File: src/rtl/data_mem_arbiter.sv
// Two-port data memory arbiter: CPU port p0 has priority, p1 gets anti-starvation
// forcing and an atomic lock; reads return rvalid one cycle after grant.
module data_mem_arbiter #(
  parameter int STARVE_LIMIT = 4
) (
  input  logic        clk_i,
  input  logic        reset_i,
  input  logic        p0_req_i,
  input  logic        p0_we_i,
  input  logic [31:0] p0_addr_i,
  input  logic [31:0] p0_wdata_i,
  input  logic [3:0]  p0_mask_i,
  output logic        p0_gnt_o,
  output logic        p0_rvalid_o,
  output logic        p0_stall_o,
  output logic [31:0] p0_rdata_o,
  input  logic        p1_req_i,
  input  logic        p1_we_i,
  input  logic        p1_lock_i,
  input  logic [31:0] p1_addr_i,
  input  logic [31:0] p1_wdata_i,
  input  logic [3:0]  p1_mask_i,
  output logic        p1_gnt_o,
  output logic        p1_rvalid_o,
  output logic [31:0] p1_rdata_o,
  output logic [31:0] mem_addr_o,
  output logic [31:0] mem_wdata_o,
  output logic        mem_memread_o,
  output logic        mem_memwrite_o,
  output logic [3:0]  mem_sign_mask_o,
  input  logic [31:0] mem_rdata_i
);

  typedef enum logic {OPEN, LOCKED} state_e;

  localparam logic [3:0] Limit = 4'(STARVE_LIMIT);

  state_e     state_q, state_d;
  logic [3:0] starve_q, starve_d;
  logic       pend_valid_q, pend_valid_d;
  logic       pend_port_q, pend_port_d;

  always_ff @(posedge clk_i) begin
    if (reset_i) begin
      state_q      <= OPEN;
      starve_q     <= '0;
      pend_valid_q <= 1'b0;
      pend_port_q  <= 1'b0;
    end else begin
      state_q      <= state_d;
      starve_q     <= starve_d;
      pend_valid_q <= pend_valid_d;
      pend_port_q  <= pend_port_d;
    end
  end

  always_comb begin
    state_d      = state_q;
    starve_d     = starve_q;
    pend_valid_d = (p0_gnt_o & ~p0_we_i) | (p1_gnt_o & ~p1_we_i);
    pend_port_d  = p1_gnt_o;
    case (state_q)
      OPEN:    if (p1_gnt_o && p1_lock_i) state_d = LOCKED;
      LOCKED:  if (!p1_req_i || (p1_gnt_o && !p1_lock_i)) state_d = OPEN;
      default: state_d = OPEN;
    endcase
    if (p1_gnt_o || !p1_req_i) begin
      starve_d = '0;
    end else if (starve_q < Limit) begin
      starve_d = starve_q + 4'd1;
    end
  end

  // Grant is purely combinational; reset forces everything idle in the same cycle.
  always_comb begin
    p0_gnt_o        = 1'b0;
    p1_gnt_o        = 1'b0;
    mem_addr_o      = '0;
    mem_wdata_o     = '0;
    mem_memread_o   = 1'b0;
    mem_memwrite_o  = 1'b0;
    mem_sign_mask_o = '0;
    if (!reset_i) begin
      if (state_q == LOCKED) begin
        p1_gnt_o = p1_req_i;
      end else if (p1_req_i && starve_q == Limit) begin
        p1_gnt_o = 1'b1;
      end else if (p0_req_i) begin
        p0_gnt_o = 1'b1;
      end else begin
        p1_gnt_o = p1_req_i;
      end
    end
    if (p0_gnt_o) begin
      mem_addr_o      = p0_addr_i;
      mem_wdata_o     = p0_wdata_i;
      mem_memread_o   = ~p0_we_i;
      mem_memwrite_o  = p0_we_i;
      mem_sign_mask_o = p0_mask_i;
    end else if (p1_gnt_o) begin
      mem_addr_o      = p1_addr_i;
      mem_wdata_o     = p1_wdata_i;
      mem_memread_o   = ~p1_we_i;
      mem_memwrite_o  = p1_we_i;
      mem_sign_mask_o = p1_mask_i;
    end
  end

  assign p0_stall_o  = p0_req_i & ~p0_gnt_o;
  assign p0_rdata_o  = mem_rdata_i;
  assign p1_rdata_o  = mem_rdata_i;
  // Reset in the return cycle kills the pending rvalid.
  assign p0_rvalid_o = pend_valid_q & ~pend_port_q & ~reset_i;
  assign p1_rvalid_o = pend_valid_q & pend_port_q & ~reset_i;

endmodule

File: config.mk
export PLATFORM = sky130hd
export DESIGN_NAME = data_mem_arbiter
export DESIGN_NICKNAME = d
export VERILOG_FILES = /design/src/rtl/data_mem_arbiter.sv
export SDC_FILE = /design/constraint.sdc
export NUM_CORES = 1
export LEC_CHECK = 0
export ABC_AREA = 1
export CORE_AREA = 2 2 123 125
export CTS_CLUSTER_SIZE = 24
export DETAILED_ROUTE_END_ITERATION = 12
export DIE_AREA = 0 0 125 127
export SLEW_MARGIN = 40
export SYNTH_ARGS = -nofsm -noshare
export SYNTH_HDL_FRONTEND = slang
export SYNTH_SLANG_ARGS = --single-unit
File: constraint.sdc
create_clock -name clk_i -period 3.5 [get_ports clk_i]
set_input_delay 0.7 -clock clk_i [delete_from_list [all_inputs] [get_ports clk_i]]
set_output_delay 0.7 -clock clk_i [all_outputs]
set_load 0.05 [all_outputs]
==> impl_summary.log, run 1 <==
INFO  metric run_status = finished clean
INFO  metric cts-buffers-inserted = 3
INFO  metric worstPathBufferInverterCount = 2
INFO  metric clock_sink_count = 7
INFO  metric netlist-cell-type-count = 17
INFO  metric hold_path.class = flip-flop to flip-flop
INFO  metric path_common_cell = sky130_fd_sc_hd__clkdlybuf4s50_1
INFO  metric initial_core_util = 0.137
INFO  metric cell_internal_pwr = 0.000612 W
INFO  metric synth.net_count = 530
INFO  metric root_buffer = sky130_fd_sc_hd__clkbuf_16
INFO  metric irDropWorstVdd = 0.000161 V
INFO  metric cp-end-kind = output pin
INFO  metric die_h = 127 µm
INFO  metric tritoncts = built
INFO  metric placed_cells = 672
INFO  metric slew_violations = 0
INFO  metric routed_via_density = 4.13
INFO  metric achievable-frequency = 0.327 GHz
INFO  metric slowest_stage_cell_crit_path = sky130_fd_sc_hd__clkdlybuf4s50_1
INFO  metric synth-seq-area-share = 0.0708
INFO  metric fp.dieArea = 0.0159 mm²
INFO  metric power.share.clock = 0.193
INFO  metric finish.net_count = 670
INFO  metric period_share = 0.874
INFO  metric layoutNonFillerInstCount = 677
INFO  metric cts.hold.buffers_added = 0
INFO  metric post-route-drc-count = 0
INFO  metric antenna_left = 0
INFO  metric finalClockSkew = 0.00202 ns
INFO  metric multiInputGateArea = 0.00114 mm²
INFO  metric area_delta_synth_final = 136%
INFO  metric total_switching_power = 0.000390 W
INFO  metric std_cell_rows = 44
INFO  metric filler_cell_count = 1,507
INFO  metric synth.cell_area = 0.00198 mm²
INFO  metric final_period_minus_worst_setup_slack = 3.06 ns
INFO  metric layout.core_utilization = 0.324
INFO  metric synth_cells = 353
INFO  metric synthesis.area_per_instance = 5.61 µm²
INFO  metric layout_commonest_cell = sky130_fd_sc_hd__clkdlybuf4s50_1
INFO  metric first_iteration_detailed_routing_drc_count = 77
INFO  metric worst_setup_path_start_kind = input pin
INFO  metric cts.repair_timing.setup_buffer_count = 0
INFO  metric grt_first_pass_wirelength = 14,500 µm
INFO  metric io_buffer_count = 217
INFO  metric most-common-layout-cells = sky130_fd_sc_hd__clkdlybuf4s50_1 (144), sky130_fd_sc_hd__nand3_1 (141), sky130_fd_sc_hd__nand2_1 (78)
INFO  metric final_gp_congestion = 0.736
INFO  metric clkLatencyLatePin = 0.23 ns
INFO  metric cts_resizes = 0
INFO  metric critPathKind = input pin to output pin
INFO  metric cp.arrival = 2.36 ns
INFO  metric detail_route.wirelength = 9560 µm
INFO  metric critical-path-max-stage-delay = 0.84 ns
INFO  metric relSlewSlack = 0.656
INFO  metric drv.max_cap_violation_count = 0
INFO  metric placeable_area = 0.0144 mm²
INFO  metric report.final.setup_viol = 0
INFO  metric tightest_slew = 0.514 ns
INFO  metric rsz0062_at_grt = false
INFO  metric vias_in_the_first_global_route = 2,767
INFO  metric cp_cell_sequence = clkdlybuf4s50_1 -> nor3b_1 -> clkdlybuf4s50_1
INFO  metric final_hold_viol_count = 0
INFO  metric drt_pre_antenna_iters = 4
INFO  metric leakage_power_total = 2.06 nW
INFO  metric grt_start_max_net_pins = 73
INFO  metric cts_htree_levels = 1
INFO  metric post_drt_wl_per_cell = 14.1 µm
INFO  metric min_hold_slack = 0.528 ns
INFO  metric timing.critical_path.required = 2.80 ns
INFO  metric crit_family = buffers and inverters
INFO  metric ctsLongestPathBuffers = 2
INFO  metric design.portCount = 314
INFO  metric synth.ff_latch_count = 7
INFO  metric yosys_warnings = 0
INFO  metric layout-drive-gt1-share = 0.185
INFO  metric critical_path_peak_fanout = 4
INFO  metric timing.setup.tns = 0 ns
INFO  metric dr_total_vias = 2,799
INFO  metric globalRouteOverflowTotal = 0
INFO  metric sw_share = 0.389
INFO  metric cts.clk_slew.worst_paths = 0.03 ns
INFO  metric globalRouteTotalUtil = 0.112
INFO  metric dp.final_hpwl = 7610 µm
INFO  metric power_density = 214 mW/mm²
INFO  metric share_seq_of_total_power = 0.084
INFO  metric area.sequential = 140 µm²
INFO  metric design_power_total = 0.00100 W
INFO  metric grt_antenna_before_repair = 1
INFO  metric relative_contribution_of_combinational_cells_to_total_power = 0.724
INFO  metric die-width = 125 µm
INFO  metric rrSetupSlack = 2.02 ns
## sequential cells by signal, summed over array words and instances, names as in the netlist
name	count
starve_q	4
state_q	1
pend_valid_q	1
pend_port_q	1
## stage by stage
step,instance area [µm²],setup WS [ns]
after floorplan,1980,0.942
after global placement,4590,0.467
after detailed placement,4590,0.443
after CTS,4670,0.424
after global routing,4670,0.327
final,4670,0.441
## worst reg2reg max path, stage by stage, from the launching register on
cell and delay [ns]:
sky130_fd_sc_hd__dfxtp_1 0.34, sky130_fd_sc_hd__inv_1 0.07, sky130_fd_sc_hd__ha_1 0.24, sky130_fd_sc_hd__nand3_1 0.13, sky130_fd_sc_hd__nand2_2 0.23, sky130_fd_sc_hd__buf_4 0.25
sky130_fd_sc_hd__nand3_2 0.06, sky130_fd_sc_hd__nand2_1 0.06
## cells in the mapped netlist
master | n | area, µm²
sky130_fd_sc_hd__nor2_4 | 1 | 11.3
sky130_fd_sc_hd__nand3_1 | 141 | 706
sky130_fd_sc_hd__nand2_1 | 78 | 293
sky130_fd_sc_hd__nor2_1 | 11 | 41.3
sky130_fd_sc_hd__nor3b_1 | 1 | 7.51
sky130_fd_sc_hd__buf_4 | 64 | 480
sky130_fd_sc_hd__dfxtp_1 | 7 | 140
sky130_fd_sc_hd__nand2_2 | 1 | 6.26
sky130_fd_sc_hd__buf_2 | 17 | 85.1
sky130_fd_sc_hd__a21oi_1 | 2 | 10.0
sky130_fd_sc_hd__inv_1 | 14 | 52.6
sky130_fd_sc_hd__clkbuf_1 | 4 | 15.0
sky130_fd_sc_hd__ha_1 | 2 | 25.0
sky130_fd_sc_hd__buf_6 | 7 | 78.8
sky130_fd_sc_hd__nor2_2 | 1 | 6.26
sky130_fd_sc_hd__nand4_2 | 1 | 12.5
sky130_fd_sc_hd__nand3_2 | 1 | 10.0
## cell type report
cell class	count	share of cell area
multi-input combinational	240	0.244
sequential	7	0.0300
clock buffer	4	0.0169
timing repair buffer	227	0.648
inverter	14	0.0112
tap	184	0.0493
antenna	1	0.000535
## logic make-up after synthesis
family	count (synthesis)	share of synthesized area
AND/OR/NAND/NOR	236	0.552
adder cells (fa/ha/maj)	2	0.0126
AO/OA/AOI/OAI	2	0.00505
flip-flops	7	0.0707
buffers and inverters	106	0.359
## path summary, 6_finish.rpt
| path | from | to | depth (start not counted) |
|---|---|---|---|
| worst min-delay path | starve_q[0]$_SDFFE_PP0N_ | starve_q[0]$_SDFFE_PP0N_ | 3 |
| worst min register to register | starve_q[0]$_SDFFE_PP0N_ | starve_q[0]$_SDFFE_PP0N_ | 3 |
| worst max register to register | starve_q[0]$_SDFFE_PP0N_ | pend_valid_q$_SDFF_PP0_ | 7 |
| worst max-delay path | reset_i | p0_rvalid_o | 3 |
## power by group through the flow
| stage | clock, W | sequential (W) | combinational, W |
|---|---|---|---|
| final | 0.000193 | 0.0000839 | 0.000725 |
| after floorplan | 0 | 0.0000845 | 0.000494 |
| after global placement | 0 | 0.0000850 | 0.000731 |
| after global routing | 0.000202 | 0.0000840 | 0.000760 |
| after detailed placement | 0 | 0.0000851 | 0.000731 |
| after CTS | 0.000196 | 0.0000840 | 0.000733 |
## metal layers
layer | part of all wire | up-vias | GRT usage
li1 | - | 1383 | -
met1 | 0.35 | 1205 | 0.114
met2 | 0.50 | 179 | 0.200
met3 | 0.13 | 32 | 0.0557
met4 | 0.031 | 0 | 0.0425
met5 | 0 | - | 0
(Power assumes the default switching activity.)
==> run 2: changes to the inputs <==
CORE_AREA = 2 2 121 123   (was 2 2 123 125)
DIE_AREA = 0 0 123 125   (was 0 0 125 127)
clock period = 2.9 ns   (was 3.5 ns; I/O delays follow)
==> run 2 against run 1 <==
Global-route usage shrank 0.50 points; final cell count shrank 0.44%; hold slack gained 0.012 ns; clock skew is essentially flat; clock power grew 22%; flip-flop and latch count is the same; core utilization grew 0.48 points; count of clock-buffer cells in the layout is the same; via count grew 1.9%; critical path type unchanged.
==> impl_summary.log, run 2 (synthesis gave the netlist of run 1 again) <==
INFO  metric detail_route.wirelength = 9090 µm (was 9560 µm)
INFO  metric cp.arrival = 2.01 ns (was 2.36 ns)
INFO  metric irDropWorstVdd = 0.000174 V (was 0.000161 V)
INFO  metric cts.clk_slew.worst_paths = 0.03 ns (about the same)
INFO  metric die_h = 125 µm (was 127 µm)
INFO  metric report.final.setup_viol = 0 (unchanged)
INFO  metric finalClockSkew = 0.00212 ns (was 0.00202 ns)
INFO  metric antenna_left = 0 (unchanged)
INFO  metric postLayoutSetupSlackWorst = 0.306 ns (was 0.441 ns)
INFO  metric period_share = 0.894
INFO  metric timing.setup.tns = 0 ns (unchanged)
INFO  metric timing.critical_path.required = 2.32 ns (was 2.80 ns)
INFO  metric area_delta_synth_final = 136% (about the same)
INFO  metric layout_commonest_cell = sky130_fd_sc_hd__clkdlybuf4s50_1 (unchanged)
INFO  metric tightest_slew = 0.387 ns (was 0.514 ns)
INFO  metric cts.hold.buffers_added = 0 (unchanged)
INFO  metric post-route-drc-count = 0 (unchanged)
INFO  metric routed_via_density = 4.23 (was 4.13)
INFO  metric critical_path_peak_fanout = 37 (was 4)
INFO  metric grt_first_pass_wirelength = 13,300 µm (was 14,500 µm)
INFO  metric worst_r2r_startpoint = starve_q[0]$_SDFFE_PP0N_ (unchanged)
INFO  metric cts_htree_levels = 1 (unchanged)
INFO  metric cp-end-kind = output pin (unchanged)
INFO  metric relSlewSlack = 0.742 (was 0.656)
INFO  metric met3WireLength = 1220 µm (about the same)
INFO  metric dr_total_vias = 2,851 (was 2,799)
INFO  metric globalRouteTotalUtil = 0.107 (was 0.112)
INFO  metric io_buffer_count = 217 (unchanged)
INFO  metric cts_resizes = 0 (unchanged)
INFO  metric design.portCount = 314 (unchanged)
INFO  metric rsz0062_at_grt = false (unchanged)
INFO  metric filler_cell_count = 1,485 (was 1,507)
INFO  metric placeable_area = 0.0142 mm² (was 0.0144 mm²)
INFO  metric grt_start_max_net_pins = 73 (unchanged)
INFO  metric worstReg2RegEnd = state_q$_SDFF_PP0_ (was pend_valid_q$_SDFF_PP0_)
INFO  metric cts-buffers-inserted = 3 (unchanged)
INFO  metric wl_met1 = 3330 µm (was 3300 µm)
INFO  metric clkLatencyLatePin = 0.23 ns (about the same)
INFO  metric post_drt_wl_per_cell = 13.5 µm (was 14.1 µm)
INFO  metric flip_flop_count_of_the_largest_register_after_layout = 4 (unchanged)
INFO  metric finish.net_count = 667 (was 670)
INFO  metric final_hold_viol_count = 0 (unchanged)
INFO  metric final_gp_congestion = 0.725 (was 0.736)
INFO  metric globalRouteOverflowTotal = 0 (unchanged)
INFO  metric place_area = 0.00459 mm² (about the same)
INFO  metric timing.critical_path.from = reset_i (unchanged)
INFO  metric power_density = 259 mW/mm² (was 214 mW/mm²)
INFO  metric die-width = 123 µm (was 125 µm)
INFO  metric rrSetupSlack = 1.32 ns (was 2.02 ns)
INFO  metric root_buffer = sky130_fd_sc_hd__clkbuf_16 (unchanged)
INFO  metric grt_antenna_before_repair = 1 (unchanged)
INFO  metric critPathKind = input pin to output pin (unchanged)
INFO  metric hold_path.class = flip-flop to flip-flop (unchanged)
INFO  metric first_iteration_detailed_routing_drc_count = 86 (was 77)
INFO  metric achievable-frequency = 0.386 GHz
INFO  metric initial_core_util = 0.139 (was 0.137)
INFO  metric preCtsSetupSlack = 0.303 ns (was 0.443 ns)
INFO  metric layout.cell_area.non_filler = 0.00467 mm² (about the same)
INFO  metric fp.dieArea = 0.0154 mm² (was 0.0159 mm²)
INFO  metric clock_sink_count = 7 (unchanged)
INFO  metric r2r_cells = 7 (unchanged)
INFO  metric vias_in_the_first_global_route = 2,666 (was 2,767)
INFO  metric leakage_power_total = 2.06 nW (about the same)
INFO  metric layout-drive-gt1-share = 0.184 (was 0.185)
INFO  metric drt_pre_antenna_iters = 4 (unchanged)
INFO  metric cts.repair_timing.setup_buffer_count = 0 (unchanged)
INFO  metric drv.max_cap_violation_count = 0 (unchanged)
INFO  metric highest-signal-layer = met4 (unchanged)
INFO  metric min_from = starve_q[0]$_SDFFE_PP0N_ (unchanged)
INFO  metric holdPathEnd = starve_q[0]$_SDFFE_PP0N_ (unchanged)
INFO  metric run_status = finished clean (unchanged)
INFO  metric std_cell_rows = 44 (unchanged)
INFO  metric ctsLongestPathBuffers = 2 (unchanged)
INFO  metric met2WireLength = 4350 µm (was 4740 µm)
INFO  metric dp.final_hpwl = 7240 µm (was 7610 µm)
INFO  metric regMostFlops = starve_q (unchanged)
INFO  metric slew_violations = 0 (unchanged)
INFO  metric final_period_minus_worst_setup_slack = 2.59 ns
INFO  metric tritoncts = built (unchanged)
INFO  metric worst_setup_path_start_kind = input pin (unchanged)
INFO  metric whs_path_depth = 3 (unchanged)
INFO  metric most-common-layout-cells = sky130_fd_sc_hd__clkdlybuf4s50_1 (142), sky130_fd_sc_hd__nand3_1 (141), sky130_fd_sc_hd__buf_12 (79) (was sky130_fd_sc_hd__clkdlybuf4s50_1 (144), sky130_fd_sc_hd__nand3_1 (141), sky130_fd_sc_hd__nand2_1 (78))
## run 2: area by class of cell
| class | instances | area [µm²] | area share |
|---|---|---|---|
| Inverter | 14 | 52.6 | 0.0112 |
| Sequential cell | 7 | 140 | 0.0300 |
| Tap cell | 184 | 230 | 0.0493 |
| Timing Repair Buffer | 224 | 3030 | 0.648 |
| Multi-Input combinational cell | 240 | 1140 | 0.245 |
| Antenna cell | 1 | 2.50 | 0.000536 |
| Clock buffer | 4 | 78.8 | 0.0169 |
## run 2: worst max-delay path by stage
| stage | end | slack [ns] | cells after the start |
|---|---|---|---|
| finish | mem_addr_o[2] | 0.31 | 6 |
| global placement | mem_addr_o[2] | 0.31 | 6 |
| detailed placement | mem_addr_o[2] | 0.30 | 6 |
| floorplan | p0_rvalid_o | 0.58 | 1 |
| CTS | mem_addr_o[2] | 0.30 | 6 |
| global route | mem_wdata_o[14] | 0.22 | 8 |
## run 2: power breakdown
| group | total, W | internal [W] | switching [W] |
|---|---|---|---|
| Sequential | 0.000101 | 0.0000995 | 0.00000142 |
| Combinational | 0.000876 | 0.000457 | 0.000419 |
| Clock | 0.000236 | 0.000183 | 0.0000527 |
## run 2: worst max-delay path, cell delays in order
cell                              delay [ns]
sky130_fd_sc_hd__clkdlybuf4s50_1        0.53
sky130_fd_sc_hd__nor2_4                 0.22
sky130_fd_sc_hd__buf_12                 0.22
sky130_fd_sc_hd__nand3_1                0.11
sky130_fd_sc_hd__nand2_1                0.18
sky130_fd_sc_hd__buf_12                 0.16
## run 2: metrics by stage
stage	total power, W	hold slack [ns]	cells	util
2_1_floorplan	0.000699	0.486	353	-
3_3_place_gp	0.000982	0.527	669	0.323
3_5_place_dp	0.000983	0.526	669	0.323
4_1_cts	0.00123	0.538	673	0.329
5_1_grt	0.00127	0.582	673	0.329
6_report	0.00121	0.541	674	0.329
## run 2: layer usage
layer / global-route usage / vias up
met2: 0.186 / 175
met3: 0.0534 / 24
met4: 0.0348 / 0
met5: 0 / -
met1: 0.112 / 1276
li1: - / 1376
==> run 3: changes to the inputs <==
CORE_AREA = 2 2 123 125   (was 2 2 121 123)
DIE_AREA = 0 0 125 127   (was 0 0 123 125)
clock period = 3.3 ns   (was 2.9 ns; I/O delays follow)
==> run 3 against run 2 <==
Power down 12%; count of clock-buffer cells in the layout unchanged; first-iteration DRC count up 2.3%; final cell count unchanged; worst setup slack better by 0.13 ns; cell area up 0.16%; hold slack worse by 0.0082 ns; combinational power down 12%; critical endpoint is now p1_rvalid_o.
==> impl_summary.log, run 3 (synthesis gave the netlist of run 1 again) <==
INFO  metric cts.clk_slew.worst_paths = 0.03 ns (about the same)
INFO  metric critical_path_peak_fanout = 4 (was 37)
INFO  metric cts_htree_levels = 1 (unchanged)
INFO  metric globalRouteOverflowTotal = 0 (unchanged)
INFO  metric antenna_left = 0 (unchanged)
INFO  metric cell_internal_pwr = 0.000649 W (was 0.000739 W)
INFO  metric ctsLongestPathBuffers = 2 (unchanged)
INFO  metric placeable_area = 0.0144 mm² (was 0.0142 mm²)
INFO  metric clock_sink_count = 7 (unchanged)
INFO  metric routed_via_density = 4.10 (was 4.23)
INFO  metric irDropWorstVdd = 0.000213 V (was 0.000174 V)
INFO  metric cp.arrival = 2.21 ns (was 2.01 ns)
INFO  metric dp.final_hpwl = 7680 µm (was 7240 µm)
INFO  metric cts-buffers-inserted = 3 (unchanged)
INFO  metric place_area = 0.00460 mm² (was 0.00459 mm²)
INFO  metric detail_route.wirelength = 9610 µm (was 9090 µm)
INFO  metric total_switching_power = 0.000418 W (was 0.000473 W)
INFO  metric die-width = 125 µm (was 123 µm)
INFO  metric tightest_slew = 0.498 ns (was 0.387 ns)
INFO  metric fp.dieArea = 0.0159 mm² (was 0.0154 mm²)
INFO  metric root_buffer = sky130_fd_sc_hd__clkbuf_16 (unchanged)
INFO  metric cts_resizes = 0 (unchanged)
INFO  metric leakage_power_total = 2.06 nW (about the same)
INFO  metric cts.hold.buffers_added = 0 (unchanged)
INFO  metric initial_core_util = 0.137 (was 0.139)
INFO  metric achievable-frequency = 0.349 GHz
INFO  metric timing.setup.tns = 0 ns (unchanged)
INFO  metric worst_setup_path_start_kind = input pin (unchanged)
INFO  metric finish.net_count = 668 (was 667)
INFO  metric vias_in_the_first_global_route = 2,786 (was 2,666)
INFO  metric layout-drive-gt1-share = 0.184 (about the same)
INFO  metric power_density = 228 mW/mm² (was 259 mW/mm²)
INFO  metric report.final.setup_viol = 0 (unchanged)
INFO  metric globalRouteTotalUtil = 0.112 (was 0.107)
INFO  metric post-route-drc-count = 0 (unchanged)
INFO  metric cts.repair_timing.setup_buffer_count = 0 (unchanged)
INFO  metric io_buffer_count = 217 (unchanged)
INFO  metric grt_antenna_before_repair = 0 (was 1)
INFO  metric grt_first_pass_wirelength = 14,600 µm (was 13,300 µm)
INFO  metric dr_total_vias = 2,764 (was 2,851)
INFO  metric design.portCount = 314 (unchanged)
INFO  metric timing.critical_path.required = 2.64 ns (was 2.32 ns)
INFO  metric post_drt_wl_per_cell = 14.3 µm (was 13.5 µm)
INFO  metric grt_start_max_net_pins = 56 (was 73)
INFO  metric sw_share = 0.392 (was 0.390)
INFO  metric final_gp_congestion = 0.711 (was 0.725)
INFO  metric slew_violations = 0 (unchanged)
INFO  metric share_seq_of_total_power = 0.083 (about the same)
INFO  metric tritoncts = built (unchanged)
INFO  metric regMostFlops = starve_q (unchanged)
INFO  metric flip_flop_count_of_the_largest_register_after_layout = 4 (unchanged)
INFO  metric cp-end-kind = output pin (unchanged)
INFO  metric run_status = finished clean (unchanged)
INFO  metric drt_pre_antenna_iters = 6 (was 4)
INFO  metric final_hold_viol_count = 0 (unchanged)
INFO  metric final_period_minus_worst_setup_slack = 2.87 ns
INFO  metric drv.max_cap_violation_count = 0 (unchanged)
INFO  metric most-common-layout-cells = sky130_fd_sc_hd__clkdlybuf4s50_1 (143), sky130_fd_sc_hd__nand3_1 (141), sky130_fd_sc_hd__buf_12 (79) (was sky130_fd_sc_hd__clkdlybuf4s50_1 (142), sky130_fd_sc_hd__nand3_1 (141), sky130_fd_sc_hd__buf_12 (79))
INFO  metric first_iteration_detailed_routing_drc_count = 88 (was 86)
INFO  metric period_share = 0.869
INFO  metric rsz0062_at_grt = false (unchanged)
INFO  metric finalClockSkew = 0.00161 ns (was 0.00212 ns)
INFO  metric area_delta_synth_final = 136% (about the same)
INFO  metric power.share.clock = 0.196 (was 0.194)
INFO  metric placed_cells = 670 (was 669)
INFO  metric layout_commonest_cell = sky130_fd_sc_hd__clkdlybuf4s50_1 (unchanged)
INFO  metric clkLatencyLatePin = 0.23 ns (about the same)
INFO  metric die_h = 127 µm (was 125 µm)
INFO  metric critPathKind = input pin to output pin (unchanged)
INFO  metric layout.core_utilization = 0.324 (was 0.329)
INFO  metric rrSetupSlack = 1.93 ns (was 1.32 ns)
INFO  metric relSlewSlack = 0.667 (was 0.742)
INFO  metric layout.cell_area.non_filler = 0.00468 mm² (was 0.00467 mm²)
INFO  metric layoutNonFillerInstCount = 674 (unchanged)
INFO  metric antenna-diode-count = 0 (was 1)
INFO  metric std_cell_rows = 44 (unchanged)
INFO  metric relative_contribution_of_combinational_cells_to_total_power = 0.721 (was 0.722)
INFO  metric filler_cell_count = 1,510 (was 1,485)
INFO  metric hold_path.class = flip-flop to flip-flop (unchanged)
[run 3: routing by layer]
| metal | GRT usage | up-vias | share of wire |
|---|---|---|---|
| met4 | 0.0412 | 0 | 0.032 |
| met1 | 0.118 | 1171 | 0.37 |
| met3 | 0.0486 | 33 | 0.12 |
| met2 | 0.199 | 180 | 0.48 |
| li1 | - | 1380 | - |
| met5 | 0 | - | 0 |
[run 3: critical path, stage by stage]
cell and delay, ns:
sky130_fd_sc_hd__clkdlybuf4s50_1 0.55, sky130_fd_sc_hd__nor2_1 0.18, sky130_fd_sc_hd__clkdlybuf4s50_1 0.82
[run 3: power groups by stage]
stage | clock network [W] | logic [W] | registers (W)
2_1_floorplan | 0 | 0.000524 | 0.0000897
3_3_place_gp | 0 | 0.000774 | 0.0000900
3_5_place_dp | 0 | 0.000776 | 0.0000899
4_1_cts | 0.000212 | 0.000778 | 0.0000886
5_1_grt | 0.000218 | 0.000808 | 0.0000886
6_report | 0.000209 | 0.000770 | 0.0000886
[run 3: final timing paths]
| path | start | to | cells past startpoint |
|---|---|---|---|
| worst min-delay path | starve_q[0]$_SDFFE_PP0N_ | starve_q[0]$_SDFFE_PP0N_ | 3 |
| worst max-delay path | reset_i | p1_rvalid_o | 3 |
| worst min register to register | starve_q[0]$_SDFFE_PP0N_ | starve_q[0]$_SDFFE_PP0N_ | 3 |
| worst max register to register | starve_q[0]$_SDFFE_PP0N_ | state_q$_SDFF_PP0_ | 7 |
[run 3: layout make-up]
cell class              instances  area (µm²)  area share
multi-input cells             240        1140       0.244
repair buffers                225        3040       0.649
clock buffers                   4        78.8      0.0168
well taps                     184         230      0.0492
inverters                      14        52.6      0.0112
flip-flops and latches          7         140      0.0299
[run 3: through the flow]
| stage | hold slack [ns] | worst slack, ns | total power (W) |
|---|---|---|---|
| floorplan | 0.486 | 0.822 | 0.000614 |
| global placement | 0.518 | 0.429 | 0.000864 |
| detailed placement | 0.533 | 0.431 | 0.000866 |
| CTS | 0.540 | 0.429 | 0.00108 |
| global route | 0.561 | 0.352 | 0.00111 |
| finish | 0.532 | 0.433 | 0.00107 |
